--- config.mk ---
export PLATFORM = sky130hd
export DESIGN_NAME = gmii_rx_frame_parser
export DESIGN_NICKNAME = d
export VERILOG_FILES = /design/src/rtl/eth_rx_pkg.sv /design/src/rtl/eth_crc32_d8.sv /design/src/rtl/gmii_rx_frame_parser.sv
export SDC_FILE = /design/constraint.sdc
export NUM_CORES = 1
export LEC_CHECK = 0
export BUFFER_PORTS_ARGS = -buffer_cell sky130_fd_sc_hd__buf_2
export CORE_MARGIN = 1
export CORE_UTILIZATION = 52
export DETAILED_ROUTE_END_ITERATION = 8
export PLACE_DENSITY = 0.74
export SLEW_MARGIN = 5
export SYNTH_ARGS = -nofsm -noshare
export SYNTH_HDL_FRONTEND = slang
export SYNTH_SLANG_ARGS = --single-unit
export TNS_END_PERCENT = 30
--- constraint.sdc ---
create_clock -name clk -period 2.4 [get_ports clk]
set_input_delay 0.24 -clock clk [delete_from_list [all_inputs] [get_ports clk]]
set_output_delay 0.24 -clock clk [all_outputs]
set_load 0.01 [all_outputs]
--- src/rtl/eth_rx_pkg.sv ---
// rtl/eth_rx_pkg.sv - shared Ethernet receive constants, FSM state type and CRC helpers
package eth_rx_pkg;

  localparam logic [7:0]  PREAMBLE_BYTE = 8'h55;
  localparam logic [7:0]  SFD_BYTE      = 8'hD5;

  // CRC-32 (IEEE 802.3), processed reflected / LSB-first
  localparam logic [31:0] CRC_POLY      = 32'h04C11DB7;
  localparam logic [31:0] CRC_INIT      = 32'hFFFFFFFF;
  // Register value left after running data plus a correct FCS through the CRC
  localparam logic [31:0] CRC_RESIDUE   = 32'hDEBB20E3;

  typedef enum logic [1:0] {
    ST_IDLE,
    ST_PREAMBLE,
    ST_DATA,
    ST_DROP
  } rx_state_e;

  // Bit-reverse a 32-bit word; turns the normal polynomial into its LSB-first form
  function automatic logic [31:0] reflect32(input logic [31:0] v);
    logic [31:0] r;
    for (int i = 0; i < 32; i++) begin
      r[i] = v[31-i];
    end
    return r;
  endfunction

endpackage

--- src/rtl/eth_crc32_d8.sv ---
// rtl/eth_crc32_d8.sv - combinational CRC-32 update for one byte, LSB-first
module eth_crc32_d8
  import eth_rx_pkg::*;
(
  input  logic [31:0] crc_i,
  input  logic [7:0]  data_i,
  output logic [31:0] crc_o
);

  localparam logic [31:0] POLY_REFL = reflect32(CRC_POLY);

  // Eight serial LFSR steps unrolled, data bit 0 enters first
  always_comb begin
    crc_o = crc_i;
    for (int i = 0; i < 8; i++) begin
      if (crc_o[0] ^ data_i[i]) begin
        crc_o = (crc_o >> 1) ^ POLY_REFL;
      end else begin
        crc_o = crc_o >> 1;
      end
    end
  end

endmodule

--- src/rtl/gmii_rx_frame_parser.sv ---
// rtl/gmii_rx_frame_parser.sv - strips preamble/SFD/FCS, checks CRC and length, emits payload stream
module gmii_rx_frame_parser
  import eth_rx_pkg::*;
#(
  parameter int MIN_LEN = 64,
  parameter int MAX_LEN = 1518,
  parameter int CNT_W   = 16
) (
  input  logic             clk,
  input  logic             rst_n,
  input  logic             gmii_rx_dv,
  input  logic             gmii_rx_stb,
  input  logic [7:0]       gmii_rxd,
  output logic [7:0]       m_data,
  output logic             m_valid,
  output logic             m_last,
  output logic             m_err,
  output logic [CNT_W-1:0] frame_ok_cnt,
  output logic [CNT_W-1:0] frame_err_cnt
);

  rx_state_e        state_q, state_d;
  logic [31:0]      crc_q, crc_d, crc_next;
  logic [15:0]      len_q, len_d;
  logic [4:0][7:0]  dl_q, dl_d;          // [0] newest, [4] oldest
  logic [2:0]       dl_cnt_q, dl_cnt_d;  // number of valid delay-line entries
  logic [7:0]       m_data_q, m_data_d;
  logic             m_valid_q, m_valid_d;
  logic             m_last_q, m_last_d;
  logic             m_err_q, m_err_d;
  logic [CNT_W-1:0] ok_cnt_q, ok_cnt_d;
  logic [CNT_W-1:0] err_cnt_q, err_cnt_d;
  logic             ok_inc, err_inc;
  logic             frame_bad;

  eth_crc32_d8 u_crc (
    .crc_i  (crc_q),
    .data_i (gmii_rxd),
    .crc_o  (crc_next)
  );

  // Verdict for the frame currently ending: FCS mismatch or illegal length
  always_comb begin
    frame_bad = (crc_q != CRC_RESIDUE)
              || (32'(len_q) < 32'(MIN_LEN))
              || (32'(len_q) > 32'(MAX_LEN));
  end

  // Next-state, datapath and output decode for the receive FSM
  always_comb begin
    state_d   = state_q;
    crc_d     = crc_q;
    len_d     = len_q;
    dl_d      = dl_q;
    dl_cnt_d  = dl_cnt_q;
    m_data_d  = m_data_q;
    m_valid_d = 1'b0;
    m_last_d  = 1'b0;
    m_err_d   = 1'b0;
    ok_inc    = 1'b0;
    err_inc   = 1'b0;

    unique case (state_q)
      ST_IDLE: begin
        if (gmii_rx_dv && gmii_rx_stb) begin
          state_d = (gmii_rxd == PREAMBLE_BYTE) ? ST_PREAMBLE : ST_DROP;
        end
      end

      ST_PREAMBLE: begin
        if (!gmii_rx_dv) begin
          state_d = ST_IDLE;
          err_inc = 1'b1;
        end else if (gmii_rx_stb) begin
          if (gmii_rxd == SFD_BYTE) begin
            state_d  = ST_DATA;
            crc_d    = CRC_INIT;
            len_d    = '0;
            dl_cnt_d = '0;
          end else if (gmii_rxd != PREAMBLE_BYTE) begin
            state_d = ST_DROP;
          end
        end
      end

      ST_DATA: begin
        if (!gmii_rx_dv) begin
          state_d  = ST_IDLE;
          dl_cnt_d = '0;
          if (dl_cnt_q == 3'd5) begin
            // Oldest entry is the last payload byte; the other four are the FCS
            m_valid_d = 1'b1;
            m_last_d  = 1'b1;
            m_data_d  = dl_q[4];
            m_err_d   = frame_bad;
            ok_inc    = !frame_bad;
            err_inc   = frame_bad;
          end else begin
            err_inc = 1'b1;
          end
        end else if (gmii_rx_stb) begin
          crc_d = crc_next;
          len_d = (len_q == 16'hFFFF) ? len_q : len_q + 16'd1;
          dl_d  = {dl_q[3:0], gmii_rxd};
          if (dl_cnt_q == 3'd5) begin
            m_valid_d = 1'b1;
            m_data_d  = dl_q[4];
          end else begin
            dl_cnt_d = dl_cnt_q + 3'd1;
          end
        end
      end

      ST_DROP: begin
        if (!gmii_rx_dv) begin
          state_d = ST_IDLE;
          err_inc = 1'b1;
        end
      end

      default: state_d = ST_IDLE;
    endcase
  end

  // Saturating statistics counters
  always_comb begin
    ok_cnt_d  = ok_cnt_q;
    err_cnt_d = err_cnt_q;
    if (ok_inc && (ok_cnt_q != {CNT_W{1'b1}})) begin
      ok_cnt_d = ok_cnt_q + CNT_W'(1);
    end
    if (err_inc && (err_cnt_q != {CNT_W{1'b1}})) begin
      err_cnt_d = err_cnt_q + CNT_W'(1);
    end
  end

  // State and datapath registers; reset abandons any frame in flight
  always_ff @(posedge clk or negedge rst_n) begin
    if (!rst_n) begin
      state_q   <= ST_IDLE;
      crc_q     <= CRC_INIT;
      len_q     <= '0;
      dl_q      <= '0;
      dl_cnt_q  <= '0;
      m_data_q  <= '0;
      m_valid_q <= 1'b0;
      m_last_q  <= 1'b0;
      m_err_q   <= 1'b0;
      ok_cnt_q  <= '0;
      err_cnt_q <= '0;
    end else begin
      state_q   <= state_d;
      crc_q     <= crc_d;
      len_q     <= len_d;
      dl_q      <= dl_d;
      dl_cnt_q  <= dl_cnt_d;
      m_data_q  <= m_data_d;
      m_valid_q <= m_valid_d;
      m_last_q  <= m_last_d;
      m_err_q   <= m_err_d;
      ok_cnt_q  <= ok_cnt_d;
      err_cnt_q <= err_cnt_d;
    end
  end

  assign m_data        = m_data_q;
  assign m_valid       = m_valid_q;
  assign m_last        = m_last_q;
  assign m_err         = m_err_q;
  assign frame_ok_cnt  = ok_cnt_q;
  assign frame_err_cnt = err_cnt_q;

endmodule

==> flow_metrics.env <==
export IMPL_pwr_density_cell_nw_per_um2=1240
export IMPL_path_max_fanout=3
export IMPL_whs_ps=73.7
export IMPL_synth_mux_area_frac=0.0204
export IMPL_cts_tree="built"
export IMPL_root_buffer="clkbuf_16"
export IMPL_synthToLayoutAreaGrowth_pct=18.0
export IMPL_ys_ff_latch=136
export IMPL_syn_num_nets=667
export IMPL_die_w_um=115
export IMPL_rows=40
export IMPL_yosysUniqueCellTypes=49
export IMPL_netlist_area_sq_um=6640
export IMPL_grt_first_pass_wirelength_um=22800
export IMPL_yosys_area_share_simple=0.223
export IMPL_synthCells=650
export IMPL_first_global_vias=4669
export IMPL_drtAntennaViolNets=0
export IMPL_vdd_drop_max_v=0.000683
export IMPL_wl_per_cell_um=15.0
export IMPL_cts_sinks=136
export IMPL_synth_compound_area_frac=0.0490
export IMPL_maxCapViolCount=0
export IMPL_synth_xor_area_frac=0.159
export IMPL_num_io_pins=55
export IMPL_vias_per_cell=5.37
export IMPL_worst_setup_path_end_kind="flop"
export IMPL_synth_avg_cell_area_sq_um=10.2
export IMPL_port_buffer_count=54
export IMPL_routabilityCongestion=0.882
export IMPL_crit_required_ps=2700
export IMPL_die_area_sq_um=13200
export IMPL_max_freq_mhz=426
export IMPL_drt_iter0_markers=360
export IMPL_drtPass1Iterations=4
export IMPL_fillers=1036
export IMPL_track_usage=0.224
export IMPL_hold_path_class="input port to flop"
export IMPL_clock_path_buffers=2
export IMPL_route_detailed_drc=0
export IMPL_synth_fa_ha_area_frac=0.00943
export IMPL_htree_num_levels=4
export IMPL_worstPathArrival_ps=2650
export IMPL_die_y_um=115
export IMPL_power_leakage_nw=3.70
export IMPL_finalSetupViolations=0
export IMPL_period_share=0.979
export IMPL_synth_top_family_by_area="simple AND/OR/NAND/NOR gates"
export IMPL_yosysSeqAreaShare=0.519
export IMPL_routed_wl_um=13600
export IMPL_clkLatencyLatePin_ps=420
export IMPL_grt_ovfl_total=0
export IMPL_crit_type="flop to flop"
export IMPL_synth_edf_count=0
export IMPL_core_area_sq_um=12200
export IMPL_numCtsBuffers=17
export IMPL_path_clk_slew_ps=60
export IMPL_drive_above_1_share=0.242
export IMPL_grt_start_max_net_pins=74
export IMPL_antenna_cells=0
export IMPL_nets=740
export IMPL_fin_crit_ps=2350
export IMPL_antenna_found_initial=0
export IMPL_dpl_worst_slack_ps=37.1
export IMPL_clock_skew_ps=8.07
export IMPL_ys_warn_count=0
export IMPL_hold_violations=0
export IMPL_status="complete, no violations"
export IMPL_synth_flop_cell="dfrtp_1"
export IMPL_rsz0062_at_grt="true"
export IMPL_setup_slack_ps=51.2
export IMPL_dp_hpwl_um=9350
export IMPL_worstMarginPinSlew_ps=842
export IMPL_start_util=0.543
export IMPL_drv_slew=0
export IMPL_vias=4847
export IMPL_synthArstFlopShare=1.00
export IMPL_max_slew_margin_rel=0.435
export IMPL_finalSetupTns_ps=0
export IMPL_critPathLaunchType="flop"
-- cell usage after synthesis (3+ instances only) --
master	count	area (sq um)
dfstp_2	32	841
and3_1	8	50.1
xor2_1	42	368
nor2_1	35	131
nand4_1	14	87.6
inv_1	6	22.5
and4_1	6	52.6
nand3_1	22	110
mux2_2	11	124
and4b_1	3	30.0
nor2b_1	5	31.3
nor3_1	26	130
and2_1	4	25.0
clkbuf_1	20	75.1
dfrtp_1	104	2600
a21oi_1	31	155
or3_1	3	18.8
nand2b_1	3	18.8
xnor2_1	62	543
nor4_1	3	18.8
ha_1	5	62.6
o21ai_0	13	65.1
nand2_1	148	556
xnor2_2	5	81.3
nor3_2	6	60.1
a31oi_1	5	31.3
-- timing repair --
action,in CTS,in global routing
buffers inserted,0,1
hold buffers,1,0
gates resized for setup,0,0
hold endpoints to repair,36,0
setup endpoints to repair,0,11
-- layer usage --
layer	share of wire	routed length, um	track usage	vias up
li1	-	-	-	2317
met1	0.45	6160	0.297	2397
met2	0.48	6500	0.357	110
met3	0.046	630	0.0517	23
met4	0.020	269	0.0926	0
met5	0	0	0	-
-- cell type report --
type | instances | area (sq um) | area share
Clock buffer | 20 | 447 | 0.0571
Clock inverter | 11 | 150 | 0.0192
Inverter | 6 | 22.5 | 0.00288
Multi-Input combinational cell | 482 | 3060 | 0.391
Sequential cell | 136 | 3440 | 0.440
Tap cell | 168 | 210 | 0.0269
Timing Repair Buffer | 80 | 495 | 0.0633
-- registers in the layout (all words and copies together) (netlist names) --
name	cells
dl_cnt_q	3
frame_ok_cnt	16
dl_q	40
state_q	2
crc_q	32
m_valid	1
m_err	1
m_last	1
m_data	8
frame_err_cnt	16
len_q	16
-- worst max-delay path, stage by stage, from the launching register on --
cell,delay [ps]
dfstp_2,540
nor4b_2,210
nand4_1,190
a2111oi_4,500
nand2_1,90
nor4_1,310
mux2_2,380
-- kinds of logic after synthesis --
kind of cell	Yosys count
XOR/XNOR	112
buffers and inverters	32
multiplexers	12
adder cells (fa/ha/maj)	5
AO/OA/AOI/OAI	54
flip-flops	136
AND/OR/NAND/NOR	299
-- cells in the final DEF (no fill, tap or decap), types with 2 or more instances in the layout --
cell type	count
nor3_1	26
ha_1	5
dfrtp_1	104
nand2_1	148
clkbuf_16	17
xnor2_2	5
mux2_2	11
clkinv_4	2
xnor2_1	62
nand3_1	22
nor2_1	35
nor3_2	6
nand4_1	14
nor2b_1	5
clkinvlp_4	5
inv_1	6
o21ai_0	13
a21oi_1	31
nand2b_1	3
nor4b_2	2
buf_2	53
a31oi_1	5
and4b_1	2
buf_12	2
bufinv_16	3
nor4_2	2
and4_1	6
buf_4	24
xor2_1	42
nor4_1	3
and3_1	8
xor2_2	2
or3_1	3
clkbuf_1	2
dfstp_2	32
and2_1	4
-- where the power goes --
part	total, mW	internal (mW)	leakage (nW)	switching, mW
clock	2.62	1.65	0.274	0.969
combinational	3.63	1.71	1.70	1.92
sequential	3.47	3.00	1.73	0.467
-- per-stage QoR --
stage	power, mW	instance area [sq um]	cells	util
6_report	9.73	7830	903	0.641
5_1_grt	10.3	7830	903	0.641
4_1_cts	9.77	7810	902	0.639
3_5_place_dp	7.09	7200	870	0.590
3_3_place_gp	6.99	7200	870	0.590
2_1_floorplan	6.16	6640	650	-
-- worst paths after layout --
check,from,end,slack [ps],cells past startpoint
max,crc_q[13]$_DFFE_PN1P_,frame_ok_cnt[12]$_DFFE_PN0P_,50,6
min,gmii_rxd[6],dl_q[6]$_DFFE_PN0P_,70,3
max reg2reg,crc_q[13]$_DFFE_PN1P_,frame_ok_cnt[12]$_DFFE_PN0P_,50,6
min reg2reg,dl_q[5]$_DFFE_PN0P_,dl_q[13]$_DFFE_PN0P_,460,2
max in group asynchronous,rst_n,crc_q[5]$_DFFE_PN1P_,1280,3
min in group asynchronous,rst_n,frame_err_cnt[5]$_DFFE_PN0P_,340,2
Note: power is estimated with default switching activity, not from simulation.
